## src/rtl/pipe_hazard_ctrl.sv

```systemverilog
// Purpose: Y86 five-stage pipeline hazard control (load-use, mispredict, ret, halt) with stall-cycle counter.
// Latency: control outputs are combinational from state and current decode/execute fields; state updates on clock.
// Backpressure: none consumed; this block produces the stall/bubble backpressure for fetch, decode and execute.
module pipe_hazard_ctrl #(
    parameter int RET_BUBBLES = 3,
    parameter int CNT_W       = 2,
    parameter int PERF_W      = 16
) (
    input  logic              clock,
    input  logic              reset,
    input  logic [3:0]        d_icode,
    input  logic [3:0]        d_srcA,
    input  logic [3:0]        d_srcB,
    input  logic [3:0]        e_icode,
    input  logic [3:0]        e_dstM,
    input  logic              e_cnd,
    input  logic              e_pred,
    output logic              stall_f,
    output logic              stall_d,
    output logic              bubble_d,
    output logic              bubble_e,
    output logic              ret_busy,
    output logic              halted,
    output logic [PERF_W-1:0] stall_cycles
);

    localparam logic [1:0] ST_RUN      = 2'd0;
    localparam logic [1:0] ST_RET_WAIT = 2'd1;
    localparam logic [1:0] ST_HALTED   = 2'd2;

    localparam logic [3:0] REG_NONE = 4'hF;
    localparam logic [3:0] I_HALT   = 4'h0;
    localparam logic [3:0] I_MRMOVQ = 4'h5;
    localparam logic [3:0] I_JXX    = 4'h7;
    localparam logic [3:0] I_RET    = 4'h9;
    localparam logic [3:0] I_POPQ   = 4'hB;

    // Fetch is held once in RUN plus (RET_BUBBLES-1) cycles in RET_WAIT.
    localparam logic [CNT_W-1:0] RET_LOAD = CNT_W'(RET_BUBBLES - 1);

    logic [1:0]        state_q, state_d;
    logic [CNT_W-1:0]  cnt_q, cnt_d;
    logic [PERF_W-1:0] stall_cycles_q, stall_cycles_d;

    logic mispredict;
    logic load_use;
    logic ret_d;
    logic halt_d;

    logic stall_f_c, stall_d_c, bubble_d_c, bubble_e_c;

    // Hazard event decode; a load with no destination (0xF) can never match a source.
    always_comb begin
        mispredict = (e_icode == I_JXX) && (e_cnd != e_pred);
        load_use   = ((e_icode == I_MRMOVQ) || (e_icode == I_POPQ)) &&
                     (e_dstM != REG_NONE) &&
                     ((e_dstM == d_srcA) || (e_dstM == d_srcB));
        ret_d      = (d_icode == I_RET);
        halt_d     = (d_icode == I_HALT);
    end

    // Next-state and control decode; mispredict outranks everything so wrong-path ret/halt are dropped.
    always_comb begin
        state_d    = state_q;
        cnt_d      = cnt_q;
        stall_f_c  = 1'b0;
        stall_d_c  = 1'b0;
        bubble_d_c = 1'b0;
        bubble_e_c = 1'b0;
        case (state_q)
            ST_RUN: begin
                if (mispredict) begin
                    bubble_d_c = 1'b1;
                    bubble_e_c = 1'b1;
                end else if (load_use) begin
                    stall_f_c  = 1'b1;
                    stall_d_c  = 1'b1;
                    bubble_e_c = 1'b1;
                end else if (ret_d) begin
                    stall_f_c  = 1'b1;
                    bubble_d_c = 1'b1;
                    if (RET_BUBBLES > 1) begin
                        state_d = ST_RET_WAIT;
                        cnt_d   = RET_LOAD;
                    end
                end else if (halt_d) begin
                    stall_f_c  = 1'b1;
                    bubble_d_c = 1'b1;
                    state_d    = ST_HALTED;
                end
            end
            ST_RET_WAIT: begin
                if (mispredict) begin
                    bubble_d_c = 1'b1;
                    bubble_e_c = 1'b1;
                    state_d    = ST_RUN;
                    cnt_d      = '0;
                end else begin
                    stall_f_c  = 1'b1;
                    bubble_d_c = 1'b1;
                    cnt_d      = cnt_q - CNT_W'(1);
                    // Last wait cycle: counter reaches zero as we hand back to RUN.
                    if (cnt_q <= CNT_W'(1)) begin
                        state_d = ST_RUN;
                        cnt_d   = '0;
                    end
                end
            end
            ST_HALTED: begin
                stall_f_c  = 1'b1;
                bubble_d_c = 1'b1;
            end
            default: begin
                state_d = ST_RUN;
                cnt_d   = '0;
            end
        endcase
    end

    // Controls are forced quiet while reset is held, regardless of inputs.
    always_comb begin
        stall_f  = stall_f_c  & ~reset;
        stall_d  = stall_d_c  & ~reset;
        bubble_d = bubble_d_c & ~reset;
        bubble_e = bubble_e_c & ~reset;
        ret_busy = (state_q == ST_RET_WAIT) & ~reset;
        halted   = (state_q == ST_HALTED) & ~reset;
        stall_cycles = stall_cycles_q;
    end

    // Saturating debug count of fetch-stall cycles.
    always_comb begin
        stall_cycles_d = stall_cycles_q;
        if (stall_f && (stall_cycles_q != {PERF_W{1'b1}})) begin
            stall_cycles_d = stall_cycles_q + PERF_W'(1);
        end
    end

    // State, ret counter and perf counter registers.
    always_ff @(posedge clock or posedge reset) begin
        if (reset) begin
            state_q        <= ST_RUN;
            cnt_q          <= '0;
            stall_cycles_q <= '0;
        end else begin
            state_q        <= state_d;
            cnt_q          <= cnt_d;
            stall_cycles_q <= stall_cycles_d;
        end
    end

endmodule

```

## config.mk

```make
export PLATFORM = sky130hd
export DESIGN_NAME = pipe_hazard_ctrl
export DESIGN_NICKNAME = d
export VERILOG_FILES = /design/src/rtl/pipe_hazard_ctrl.sv
export SDC_FILE = /design/constraint.sdc
export NUM_CORES = 1
export LEC_CHECK = 0
export ABC_AREA = 1
export CELL_PAD_IN_SITES_DETAIL_PLACEMENT = 1
export CELL_PAD_IN_SITES_GLOBAL_PLACEMENT = 1
export CORE_ASPECT_RATIO = 0.9
export CORE_MARGIN = 2
export CORE_UTILIZATION = 24
export CTS_BUF_LIST = sky130_fd_sc_hd__clkbuf_4 sky130_fd_sc_hd__clkbuf_8 sky130_fd_sc_hd__clkbuf_16
export CTS_CLUSTER_DIAMETER = 30
export DETAILED_ROUTE_END_ITERATION = 6
export GPL_TIMING_DRIVEN = 0
export HOLD_SLACK_MARGIN = 0.06
export PLACE_DENSITY_LB_ADDON = 0.1
export SLEW_MARGIN = 20
export SYNTH_ARGS = -nofsm -noshare
export SYNTH_HDL_FRONTEND = slang
export SYNTH_SLANG_ARGS = --single-unit
```

## constraint.sdc

```tcl
create_clock -name clock -period 4.5 [get_ports clock]
set_input_delay 0.675 -clock clock [delete_from_list [all_inputs] [get_ports clock]]
set_output_delay 0.675 -clock clock [all_outputs]
set_load 0.005 [all_outputs]
```

==> results of run 1 <==
[layout make-up]
cell class,instances,area share
inverters,45,0.0734
clock buffers,3,0.0179
plain buffers,5,0.0228
well taps,93,0.0506
flip-flops and latches,20,0.218
repair buffers,45,0.196
multi-input cells,186,0.422
[placed cells by master (no fill, tap or decap), types with 2 or more instances in the layout]
cell,count
nand3b_1,2
nand4_2,2
inv_2,4
a21oi_1,2
nor2_1,20
xor2_1,3
nand4_1,17
clkbuf_8,3
o21ai_0,8
inv_1,41
nor3_1,3
dfrtp_1,20
ha_1,5
buf_6,2
nand2_2,6
nand2_1,88
xnor2_1,2
nor4_1,2
nand3_2,3
clkdlybuf4s50_1,45
nand3_1,14
[power by group through the flow]
stage | sequential [mW] | clock, mW | combinational [mW]
after floorplan | 0.246 | 0 | 0.220
after global placement | 0.253 | 0 | 0.360
after global routing | 0.258 | 0.137 | 0.401
after detailed placement | 0.253 | 0 | 0.360
after CTS | 0.249 | 0.130 | 0.362
final | 0.248 | 0.122 | 0.353
[worst paths after layout]
kind | from | end | slack, ps | cells past startpoint
hold reg to reg | cnt_q[0] | cnt_q[0] | 510 | 2
setup reg to reg | stall_cycles[0] | stall_cycles[10] | 2730 | 10
setup / recovery | reset | stall_f | 1170 | 6
max in group asynchronous | reset | stall_cycles[1] | 2940 | 2
hold / removal | cnt_q[0] | cnt_q[0] | 510 | 2
min in group asynchronous | reset | cnt_q[1] | 1060 | 2
[sequential cells by signal, summed over array words and instances, names as in the netlist]
register,flops
stall_cycles,16
state_q,2
cnt_q,2
[per-stage QoR]
step	hold slack, ps	util	std cells	worst slack, ps
after floorplan	453	-	256	2420
after global placement	473	0.326	394	1130
after detailed placement	495	0.326	394	1130
after CTS	514	0.332	397	1110
after global routing	560	0.332	397	1020
final	509	0.332	397	1170
[routing by layer]
metal	routed length (microns)	global-route usage	vias to the layer above	share of wire
li1	-	-	904	-
met1	2420	0.185	784	0.52
met2	2050	0.207	30	0.44
met3	181	0.0262	2	0.039
met4	16	0.0163	0	0.0034
met5	0	0	-	0
[logic make-up (layout without fill, tap and decap cells)]
group | count (synthesis) | in the layout | synth area share
adder cells (fa/ha/maj) | 5 | 5 | 0.0370
XOR/XNOR | 5 | 5 | 0.0259
AND/OR/NAND/NOR | 163 | 163 | 0.460
buffers and inverters | 50 | 98 | 0.131
AO/OA/AOI/OAI | 13 | 13 | 0.0503
flip-flops | 20 | 20 | 0.296
[Yosys cell counts (all sizes together)]
library cell   n  area [sq um]
nand3b         2          15.0
inv           45           169
nand3         17           100
a31oi          1          21.3
a21oi          3          18.8
buf            4          45.0
ha             5          62.6
nand4         19           131
clkbuf         1          7.51
nor3           5          41.3
dfrtp         20           500
o21ai          9          45.0
nor2          22          92.6
and2           1          7.51
xnor2          2          17.5
xor2           3          26.3
nand2         95           379
nor4           2          12.5
[critical path, stage by stage]
cell	delay, ps
clkdlybuf4s50_1	520
nor2_2	420
buf_4	280
inv_1	70
a21oi_1	150
clkdlybuf4s50_1	520
==> summary.txt, run 1 <==
Synth
  • YS warnings: 0
  • Yosys reg bits: 20
  • Sequential area share after synthesis: 0.296
  • Unique masters post-synth: 31
  • Syn_nets: 285
  • Avg Cell Area, Syn: ~6.6 sq um
  • Synth Cell Area: ~0.0017 sq mm
  • Post-Synthesis Cells: approximately 260

GRT
  • Total global routing overflow: 0
  • Largest net degree at the start of global routing: 21
  • Antenna violations before repair: 0
  • Gr usage total: 0.130
  • Global-route wire length before repair: 8190 microns
  • Number of global-route vias before repair: approximately 1700

Die
  • Core Area: around 0.0069 sq mm
  • Chip width: 92.5 microns
  • Core Rows: 29
  • Full die area: 0.00774 sq mm
  • Io pins: 46
  • Initial Util: 0.244
  • Chip height: 83.7 microns

Final layout
  • Register area: 500 sq um
  • Design area: about 0.0023 sq mm
  • FILL cells: 905
  • Multi-input logic area: 971 sq um
  • Share of cells above drive strength 1: 0.102
  • Nets: 335
  • # diodes: 0
  • Area Growth Syn to Fin: 35.9%

STA
  • Clock Skews: 4.51 ps
  • FMAX: between 300 and 400 MHz
  • Setup TNS: 0 ps
  • Period minus WS final: 3330 ps
  • Fin. Hold Viols: 0
  • Slew margin rel.: 0.456
  • Final period util: 0.739
  • Worst slew pin tran: 815 ps
  • Final setup fails: 0
  • RSZ-0062 raised after global routing: no
  • Fin. max-slew vios: 0

Clock tree
  • Clk pin slew, worst setup/hold paths: 70 ps
  • Post-CTS Setup Repair Bufs: 0
  • Clock Tree Root: clkbuf_8
  • Worst skew pair latency: ~260 ps
  • CTS tree: done
  • CTS Hold Bufs: 0
  • # clock sinks: 20
  • Max Root-Sink Buffers: 2
  • H-Tree Depth: 1
  • PostCTS Resize Cnt: 0
  • Number of buffers created by CTS: 3

Power
  • Sw Share: 0.401
  • Peak VDD IR: 0.000125 V
  • Leakage power: between 1 and 1.5 nW
  • Pwr/cell area: 314 mW/mm^2
  • Pint: 0.433 mW
  • Clock Power Share: 0.168
  • Sw Pwr: 0.290 mW
  • Logic gate share of total power: 0.488
  • Reg power frac: 0.343
  • Power consumption: roughly 0.72 mW

Run status
  • Status: finished clean

Drt
  • Initial DRC count: 63
  • Antenna Nets Post-Route: 0
  • Routed len/inst: between 10 and 15 microns
  • Drt pass-1 iters: 4
  • # DRC: 0
  • Via count: between 1500 and 2000
  • Via density: 4.33
  • WL final: 4670 microns

Critical path
  • Required time worst endpoint: 3830 ps
  • Startpoint Class: input port
  • CP max FO: 10
  • Critical path type: input port to primary output
  • Worst Path Arrival: 2650 ps
  • CP endpoint kind: primary output

Place
  • Placer Congestion: approximately 0.78
  • Final HPWL DP: 3690 microns
  • Buffers on Ports: 45
  • Total placed instance area: 0.00226 sq mm

Job
  • Max_cap viols: 0

Min path
  • Hold Crit Class: flip-flop to flip-flop
Note: power is estimated with default switching activity, not from simulation.
==> run 2: changes to the inputs <==
==> constraint.sdc (replaced) <==
create_clock -name clock -period 2.9 [get_ports clock]
set_input_delay 0.435 -clock clock [delete_from_list [all_inputs] [get_ports clock]]
set_output_delay 0.435 -clock clock [all_outputs]
set_load 0.005 [all_outputs]
==> summary.txt, run 2 (synthesis results as in run 1) <==
Place
  • Placer Congestion: 0.781
  • Placed insts: 394
  • Final HPWL DP: 3690 microns
  • Total placed instance area: 0.00226 sq mm
  • Buffers on Ports: 45

Final layout
  • Commonest non-fill, non-tap cell in the layout: nand2_1
  • Final Non-Filler Cells: 397
  • Final core occ: 0.333
  • FILL cells: slightly above 900
  • Nets: 335
  • Design area: ~0.0023 sq mm
  • Commonest non-fill, non-tap cells in the layout: nand2_1, clkdlybuf4s50_1, inv_1
  • Share of cells above drive strength 1: 0.102
  • Area Growth Syn to Fin: 36.5%
  • # diodes: 0
  • Max FFs per register: 16

STA
  • Fin. Hold Viols: 0
  • RSZ-0062 raised after global routing: no
  • Setup TNS: 0 ps
  • Final period util: 0.938
  • Slew margin rel.: 0.456
  • Period minus WS final: 2720 ps
  • Fin. max-slew vios: 0
  • Clock Skews: 4.51 ps
  • Worst slew pin tran: 816 ps
  • Final setup fails: 0
  • FMAX: between 300 and 400 MHz

Power
  • Pwr/cell area: 486 mW/mm^2
  • Peak VDD IR: approximately 0.0002 V
  • Leakage power: 1.15 nW
  • Power consumption: 1.12 mW

Die
  • Core Area: 0.00693 sq mm
  • Initial Util: 0.244
  • Chip height: 83.7 microns
  • Core Rows: 29
  • Io pins: 46
  • Full die area: 0.00774 sq mm
  • Chip width: 92.5 microns

Critical path
  • CP max FO: 10
  • CP endpoint kind: primary output
  • Critical path type: input port to primary output
  • Worst Path Arrival: 2280 ps
  • Required time worst endpoint: 2470 ps
  • Startpoint Class: input port

GRT
  • Global-route wire length before repair: just over 8000 microns
  • Number of global-route vias before repair: 1734
  • Gr usage total: 0.130
  • Largest net degree at the start of global routing: 21
  • Antenna violations before repair: 0
  • Total global routing overflow: 0

Drt
  • Routed len/inst: 11.8 microns
  • Via count: 1724
  • Drt pass-1 iters: 4
  • # DRC: 0
  • Antenna Nets Post-Route: 0
  • Initial DRC count: 63
  • WL final: 4680 microns
  • Via density: ~4.3

Clock tree
  • PostCTS Resize Cnt: 1
  • Post-CTS Setup Repair Bufs: 0
  • H-Tree Depth: 1
  • Number of buffers created by CTS: 3
  • Max Root-Sink Buffers: 2
  • # clock sinks: 20
  • CTS tree: done
  • Clock Tree Root: clkbuf_8
  • CTS Hold Bufs: 0
  • Worst skew pair latency: approximately 260 ps
  • Clk pin slew, worst setup/hold paths: 70 ps

Job
  • Max_cap viols: 0

Run status
  • Status: finished clean

Min path
  • Hold Crit Class: flip-flop to flip-flop
==> run 2: changes by cell type in the layout (fill, tap and decap cells not counted), sizes merged <==
cell | before | now
clkdlybuf4s50 | 45 | 43
dlymetal6s2s | 0 | 2
==> run 2: routing by layer <==
layer,vias to the layer above,routed length [microns],track usage
met5,-,0,0
met4,0,16,0.0163
met3,2,178,0.0262
met2,28,2060,0.207
met1,790,2430,0.185
li1,904,-,-
==> run 2: final timing paths <==
path                                      start               end  slack [ps]  cells after the start
worst max-delay path                      reset           stall_f         180                      6
worst min-delay path                   cnt_q[0]          cnt_q[0]         510                      2
worst max register to register  stall_cycles[0]  stall_cycles[10]        1140                     10
worst min register to register         cnt_q[0]          cnt_q[0]         510                      2
max in group asynchronous                 reset   stall_cycles[1]        1540                      2
min in group asynchronous                 reset          cnt_q[1]         850                      2
==> run 2: critical path: stages <==
cell	delay (ps)
clkdlybuf4s50_1	550
nor2_4	310
buf_4	250
inv_1	70
a21oi_1	150
clkdlybuf4s50_1	520
==> run 2: stage by stage <==
stage	hold slack (ps)	setup slack (ps)
final	509	181
after global routing	560	28.9
after CTS	514	120
after detailed placement	495	7.53
after global placement	473	9.64
after floorplan	399	1230
==> run 2: layout make-up <==
type	instances	area, sq um	share of cell area
buffer	5	52.6	0.0227
clock buffer	3	41.3	0.0179
inverter	45	169	0.0731
multi-input combinational	186	976	0.422
sequential	20	500	0.217
tap	93	116	0.0504
timing repair buffer	45	455	0.197
==> run 2: power by group <==
part	leakage, nW	internal [mW]	switching (mW)	total (mW)
clock	0.0216	0.0927	0.0959	0.189
sequential	0.271	0.326	0.0593	0.385
combinational	0.861	0.254	0.295	0.549
total	1.15	0.673	0.450	1.12
